$ cat src/rtl/mem_fetch_unpack.sv
// -----------------------------------------------------------------------------
// mem_fetch_unpack
//
// Upstream feeder for the Minilab1 matrix-vector datapath. After a start pulse
// it reads NUM_ROWS+1 words from memory over an Avalon-MM read master. Word 0
// at BASE_ADDR is the B vector and word k (1..NUM_ROWS) is row k-1 of A. Each
// MEM_W-bit word is split into ROW_LEN bytes, most significant byte first.
// The bytes go to the B FIFO (word 0) or to A FIFO k-1 (word k).
//
// Ports
//   clk            system clock (CLOCK_50 at the top level)
//   rst            synchronous active-high reset
//   start          1-cycle start pulse, honoured only while idle
//   busy           high in every state except IDLE
//   done           1-cycle pulse after the last byte has been written
//   address        Avalon read word address
//   read           Avalon read request
//   waitrequest    Avalon stall; a request is accepted when read=1, waitrequest=0
//   readdata       Avalon read data (MEM_W bits)
//   readdatavalid  readdata qualifier
//   a_wr_en        one-hot write enables of the A row FIFOs
//   b_wr_en        write enable of the B FIFO
//   wr_data        byte shared by all FIFO write ports
//   a_full         A FIFO full flags
//   b_full         B FIFO full flag
//
// Build option
//   FETCH_PREFETCH_EN  When defined, a spare word buffer is added. The read for
//                      word k+1 is issued while word k is being unpacked, so
//                      the memory latency is hidden behind the unpack phase.
//                      At most one read is outstanding at any time. When not
//                      defined, only one word is in flight.
// -----------------------------------------------------------------------------
module mem_fetch_unpack #(
    parameter int unsigned       DATA_W    = 8,
    parameter int unsigned       ROW_LEN   = 8,
    parameter int unsigned       NUM_ROWS  = 8,
    parameter int unsigned       ADDR_W    = 32,
    parameter logic [ADDR_W-1:0] BASE_ADDR = '0
) (
    input  logic                      clk,
    input  logic                      rst,
    input  logic                      start,
    output logic                      busy,
    output logic                      done,
    output logic [ADDR_W-1:0]         address,
    output logic                      read,
    input  logic                      waitrequest,
    input  logic [DATA_W*ROW_LEN-1:0] readdata,
    input  logic                      readdatavalid,
    output logic [NUM_ROWS-1:0]       a_wr_en,
    output logic                      b_wr_en,
    output logic [DATA_W-1:0]         wr_data,
    input  logic [NUM_ROWS-1:0]       a_full,
    input  logic                      b_full
);

    localparam int unsigned MEM_W  = DATA_W * ROW_LEN;
    localparam int unsigned WIDX_W = $clog2(NUM_ROWS + 1);
    localparam int unsigned BIDX_W = (ROW_LEN > 1) ? $clog2(ROW_LEN) : 1;

    localparam logic [WIDX_W-1:0] LAST_WORD = WIDX_W'(NUM_ROWS);
    localparam logic [BIDX_W-1:0] LAST_BYTE = BIDX_W'(ROW_LEN - 1);
    localparam logic [WIDX_W-1:0] WIDX_ONE  = WIDX_W'(1);
    localparam logic [BIDX_W-1:0] BIDX_ONE  = BIDX_W'(1);

    typedef enum logic [2:0] {
        S_IDLE,
        S_REQ,
        S_WAIT,
        S_UNPACK,
        S_DONE
    } state_t;

    // -------------------------------------------------------------------------
    // Registered state
    // -------------------------------------------------------------------------
    state_t            state_reg;
    logic [WIDX_W-1:0] word_idx_reg;
    logic [BIDX_W-1:0] byte_idx_reg;
    logic [MEM_W-1:0]  word_buf_reg;
    logic [ADDR_W-1:0] address_reg;

`ifdef FETCH_PREFETCH_EN
    // Prefetch tracking. pf_req_reg means a read for the next word is being
    // presented but has not been accepted yet. pf_out_reg means that read was
    // accepted and its data is still pending. spare_valid_reg means the data
    // has arrived in spare_buf_reg.
    logic [MEM_W-1:0]  spare_buf_reg;
    logic              spare_valid_reg;
    logic              pf_req_reg;
    logic              pf_out_reg;
    logic [ADDR_W-1:0] pf_after_next_addr;
    logic              pf_accept;
    logic              pf_data;
`endif

    // -------------------------------------------------------------------------
    // Decode of the current word and byte
    // -------------------------------------------------------------------------
    logic [NUM_ROWS-1:0] row_sel;
    logic [DATA_W-1:0]   lane [ROW_LEN];
    logic                tgt_is_b;
    logic                tgt_full;
    logic                write_fire;
    logic                last_byte;
    logic                last_word;
    logic [WIDX_W-1:0]   next_word;
    logic [ADDR_W-1:0]   next_word_addr;

    genvar gi;
    generate
        // row_sel[r] is high while word r+1 (row r of A) is the current word.
        for (gi = 0; gi < NUM_ROWS; gi++) begin : g_row_sel
            assign row_sel[gi] = (word_idx_reg == WIDX_W'(gi + 1));
        end
        // Lane 0 is the most significant byte of the word, so that bytes are
        // sent MSB first.
        for (gi = 0; gi < ROW_LEN; gi++) begin : g_lane
            assign lane[gi] = word_buf_reg[MEM_W-1-DATA_W*gi -: DATA_W];
        end
    endgenerate

    assign tgt_is_b       = (word_idx_reg == '0);
    assign tgt_full       = tgt_is_b ? b_full : |(row_sel & a_full);
    assign write_fire     = (state_reg == S_UNPACK) && !tgt_full;
    assign last_byte      = (byte_idx_reg == LAST_BYTE);
    assign last_word      = (word_idx_reg == LAST_WORD);
    assign next_word      = word_idx_reg + WIDX_ONE;
    assign next_word_addr = BASE_ADDR + ADDR_W'(next_word);

    // The write strobes depend on the full flag in the same cycle. A stalled
    // byte is never dropped because byte_idx only advances on write_fire.
    assign a_wr_en = write_fire ? row_sel : '0;
    assign b_wr_en = write_fire && tgt_is_b;
    assign wr_data = (state_reg == S_UNPACK) ? lane[byte_idx_reg] : '0;

    // Status outputs are straight decodes of the state register.
    assign busy    = (state_reg != S_IDLE);
    assign done    = (state_reg == S_DONE);
    assign address = address_reg;

`ifdef FETCH_PREFETCH_EN
    assign read               = (state_reg == S_REQ) || pf_req_reg;
    assign pf_accept          = pf_req_reg && !waitrequest;
    assign pf_data            = pf_out_reg && readdatavalid;
    assign pf_after_next_addr = next_word_addr + ADDR_W'(1);
`else
    assign read = (state_reg == S_REQ);
`endif

    // -------------------------------------------------------------------------
    // Control FSM
    // -------------------------------------------------------------------------
    always_ff @(posedge clk) begin
        if (rst) begin
            state_reg    <= S_IDLE;
            word_idx_reg <= '0;
            byte_idx_reg <= '0;
            word_buf_reg <= '0;
            address_reg  <= BASE_ADDR;
`ifdef FETCH_PREFETCH_EN
            spare_buf_reg   <= '0;
            spare_valid_reg <= 1'b0;
            pf_req_reg      <= 1'b0;
            pf_out_reg      <= 1'b0;
`endif
        end else begin
            case (state_reg)
                S_IDLE: begin
                    if (start) begin
                        state_reg    <= S_REQ;
                        word_idx_reg <= '0;
                        byte_idx_reg <= '0;
                        address_reg  <= BASE_ADDR;
                    end
                end

                // read and address come from registers, so they stay stable
                // for as long as waitrequest holds the request off.
                S_REQ: begin
                    if (!waitrequest) begin
                        state_reg <= S_WAIT;
                    end
                end

                S_WAIT: begin
                    if (readdatavalid) begin
                        word_buf_reg <= readdata;
                        byte_idx_reg <= '0;
                        state_reg    <= S_UNPACK;
`ifdef FETCH_PREFETCH_EN
                        if (!last_word) begin
                            pf_req_reg  <= 1'b1;
                            address_reg <= next_word_addr;
                        end
`endif
                    end
                end

                S_UNPACK: begin
`ifdef FETCH_PREFETCH_EN
                    // Background prefetch progress. The end-of-word handling
                    // below can override these updates.
                    if (pf_accept) begin
                        pf_req_reg <= 1'b0;
                        pf_out_reg <= 1'b1;
                    end
                    if (pf_data) begin
                        spare_buf_reg   <= readdata;
                        spare_valid_reg <= 1'b1;
                        pf_out_reg      <= 1'b0;
                    end
`endif
                    if (write_fire) begin
                        if (!last_byte) begin
                            byte_idx_reg <= byte_idx_reg + BIDX_ONE;
                        end else begin
                            byte_idx_reg <= '0;
                            if (last_word) begin
                                state_reg <= S_DONE;
                            end else begin
                                word_idx_reg <= next_word;
`ifdef FETCH_PREFETCH_EN
                                if (spare_valid_reg || pf_data) begin
                                    // Next word is already here. Data that
                                    // arrives on this last cycle bypasses the
                                    // spare buffer.
                                    word_buf_reg    <= spare_valid_reg ? spare_buf_reg : readdata;
                                    spare_valid_reg <= 1'b0;
                                    pf_out_reg      <= 1'b0;
                                    state_reg       <= S_UNPACK;
                                    if (next_word != LAST_WORD) begin
                                        pf_req_reg  <= 1'b1;
                                        address_reg <= pf_after_next_addr;
                                    end
                                end else if (pf_out_reg || pf_accept) begin
                                    // Read accepted but data pending: WAIT
                                    // now owns the outstanding read.
                                    pf_out_reg <= 1'b0;
                                    pf_req_reg <= 1'b0;
                                    state_reg  <= S_WAIT;
                                end else begin
                                    // Read still stalled. REQ keeps driving
                                    // the same address without a gap.
                                    pf_req_reg  <= 1'b0;
                                    address_reg <= next_word_addr;
                                    state_reg   <= S_REQ;
                                end
`else
                                address_reg <= next_word_addr;
                                state_reg   <= S_REQ;
`endif
                            end
                        end
                    end
                end

                S_DONE: begin
                    state_reg <= S_IDLE;
                end

                default: begin
                    state_reg <= S_IDLE;
                end
            endcase
        end
    end

endmodule

$ cat config.mk
export PLATFORM = sky130hd
export DESIGN_NAME = mem_fetch_unpack
export DESIGN_NICKNAME = d
export VERILOG_FILES = /design/src/rtl/mem_fetch_unpack.sv
export SDC_FILE = /design/constraint.sdc
export NUM_CORES = 1
export LEC_CHECK = 0
export BUFFER_PORTS_ARGS = -buffer_cell sky130_fd_sc_hd__buf_4
export CORE_MARGIN = 2
export CORE_UTILIZATION = 50
export DETAILED_ROUTE_END_ITERATION = 8
export PLACE_DENSITY = 0.82
export SLEW_MARGIN = 25
export SYNTH_ARGS = -nofsm -noshare
export SYNTH_HDL_FRONTEND = slang
export SYNTH_SLANG_ARGS = --single-unit
export TNS_END_PERCENT = 30
$ cat constraint.sdc
create_clock -name clk -period 5.1 [get_ports clk]
set_input_delay 1.02 -clock clk [delete_from_list [all_inputs] [get_ports clk]]
set_output_delay 1.02 -clock clk [all_outputs]
set_load 0.005 [all_outputs]
==> results.md <==
* Status: finished, final reports clean
* Post-layout utilization of the core at 63.7%
* Input/output buffers at 101
* Starting Density at 52.1%
* Fraction of layout cells with a size suffix above 1 at 26.2%
* Flop and latch count out of synthesis at 74
* Number of hold violations in the final report at 0
* Number of maximum-capacitance constraint violations at 0
* Number of flip-flops under the largest register name at 64
* Initial antenna violation count at 0
* Maximum single-stage delay on the critical path at 0.45 ns
* Syn Inst Count at 456
* Clock transition at the registers of the reported paths at 0.07 ns
* Global placement routability congestion at 0.826
* Cell type with the highest aggregate area in the netlist: dfxtp_1
* CP max-delay cell: dfxtp_1
* Number of clock sinks at 74
* Final-layout setup total negative slack at 0 ns
* Worst-skew pair later-pin latency at 0.34 ns
* Largest net degree at the start of global routing at 72
* Required time of the critical path at 4.08 ns
* Post-CTS Setup Repair Bufs at 0
* Startpoint class of the critical path: flip-flop
* Most common cell after layout, fill and taps aside: nand2_1
* Post-cts gate resize count at 0
* Yosys warning count at 0
* Die area at 8310 µm²
* RR Startpoint: byte_idx_reg[1]$_SDFFE_PP0P_
* Detailed Routing Iterations Pass 1 at 5
* Residual overflow from global routing at 0
* Via-to-Cell Ratio at 5.18
* Synth Area per Inst at 8.33 µm²
* Slew Limit Fails at 0
* Iter 0 DRT Violations at 237
* Top delay family on crit path: simple AND/OR/NAND/NOR gates
* Cell chain of the critical path: inv_1 > ha_1 > nor3b_1 > or2_2 > o221ai_4 > nor2_1 > and3_1 > buf_4
* Worst Hold Path Cells at 2
* Die Span X at 91.2 µm
* Highest-count cells in the layout ignoring fill and taps: nand2_1, buf_4, dfxtp_1, a21oi_1, conb_1
* Clock tree from TritonCTS: built
* Final net count at 620
* Vias at 3316
* Detailed-route wire length at 8900 µm
* Arrival time at the worst endpoint at 2.57 ns
* RSZ-0062 raised after global routing: no
* Total power density per cell area at 288 nW/µm²
* Endpoint of the worst hold-timing path: lane[32]$_SDFFE_PP0P_
* Growth of design area from synthesis to finish at 22.3%
* Average wire per standard cell at 13.9 µm
* Reg-to-reg critical path endpoint: address[3]$_SDFFE_PP0P_
* Shortest clock period the worst path allows after layout at 3.59 ns
* Final cycle utilization of the critical path at 70.3%
* Sequential-to-total area share from yosys stat at 39.0%
* Number of H-tree levels at 3
* Flip-flop cell with the highest count after synthesis: dfxtp_1
* Maximum net fanout on the critical path at 17
* Area share of the largest cell type after synthesis at 39.0%
* Fill cell instance count of the final layout at 641
* Static power due to leakage at 1.80 nW
* Number of synthesized flops with an enable pin at 0
* Clock skew after layout at 0.00871 ns
* Die span in y at 91.2 µm
* Cell area after technology mapping at 3800 µm²
* Post-route DRC violation count at 0
* GRT Total Usage at 21.1%
* Count of inserted antenna diode cells at 0
* Via count of the first global-routing pass at 3109
* Classification of the worst setup path: reg -> out
* First-pass GRT wire length at 14200 µm
* Reg-to-reg setup timing slack at 2.58 ns
* Number of endpoints failing setup at the final stage at 0
* Worst slew pin tran at 0.835 ns
* Hold-fix buffers at CTS at 0
* Cell count of the worst reg-to-reg path at 6
* Yosys cell types at 50
* Max Clock Freq at 279 MHz
* Class of the tightest hold or removal check: reg -> reg
* Tightest slew margin relative to the limit at 44.2%
* Main area contributors after synthesis: dfxtp_1, nand2_1, mux4_2
* Antenna Nets Post-Route at 0
* Core Box Area at 7290 µm²
* Root Buffer Master: clkbuf_8
* Sum of net half-perimeters after detailed placement at 6320 µm
* IR Drop Worst-Case VDD at 179 µV
* Hold Crit Start: lane[32]$_SDFFE_PP0P_
* Fraction of synthesis flops using an asynchronous set or reset pin at 0%
* Critical Path End Type: output pin
* I/O Pins at 130
* Cell row count at 31
* Crit path buf inv count at 2
* Number of buffers on the longest clock path at 2
* Clock buffers created by TritonCTS at 9
## layout make-up
class,instances,area (µm²),share of cell area [%]
clock buffer,11,131,2.83
multi-input combinational,343,2010,43.4
tap,99,124,2.67
clock inverter,5,103,2.21
inverter,5,18.8,0.404
sequential,74,1480,31.9
timing repair buffer,103,773,16.6
## tightest hold or removal path: stages, from the launching register on
cell and delay [ns]:
dfxtp_1 0.31, nand2_1 0.05, a21oi_1 0.05
## layer usage
metal / up-vias / wire, µm / track usage [%]
met1: 1522 / 3650 / 26.2
met2: 132 / 4460 / 35.9
met3: 14 / 631 / 4.23
li1: 1648 / - / -
met4: 0 / 156 / 8.59
met5: - / 0 / 0
## how the worst max path moves through the flow
stage | start | to | depth (start not counted)
floorplan | a_full[3] | a_wr_en[0] | 6
global placement | a_full[3] | a_wr_en[0] | 7
detailed placement | a_full[3] | a_wr_en[0] | 7
CTS | address[0]$_SDFFE_PP0P_ | a_wr_en[0] | 8
global route | address[0]$_SDFFE_PP0P_ | a_wr_en[0] | 8
finish | address[0]$_SDFFE_PP0P_ | a_wr_en[0] | 8
## cell families after synthesis
kind of cell,synth area share [%]
compound gates,13.5
fa+ha+maj,1.98
buf+inv,10.7
flops,39.0
mux,11.9
other cells,0.0987
simple gates,22.8
## power breakdown
group	leakage, nW	switching, mW	total, mW	internal [mW]
logic	1.08	0.0926	0.177	0.0845
registers	0.599	0.0211	0.626	0.605
clock network	0.114	0.212	0.537	0.325
## through the flow
stage | power [mW] | cell area, µm² | cells | setup slack (ns) | hold slack, ns
after floorplan | 0.762 | 3900 | 483 | 2.00 | 0.430
after CTS | 1.34 | 4640 | 640 | 1.51 | 0.456
final | 1.34 | 4650 | 640 | 1.51 | 0.456
after global placement | 0.808 | 4410 | 624 | 1.77 | 0.439
after detailed placement | 0.815 | 4410 | 624 | 1.73 | 0.444
after global routing | 1.39 | 4650 | 640 | 1.32 | 0.473
## cell usage after synthesis (all sizes together) (3+ instances only)
cell / number
nand2: 141
nand3b: 4
a21oi: 68
inv: 5
nor4: 3
nand3: 4
nor3: 4
and3: 4
buf: 37
a21o: 3
dfxtp: 74
mux2i: 9
mux4: 16
nand2b: 4
nor2: 13
and2: 6
nor3b: 3
clkbuf: 24
ha: 6
Note: power is estimated with default switching activity, not from simulation.
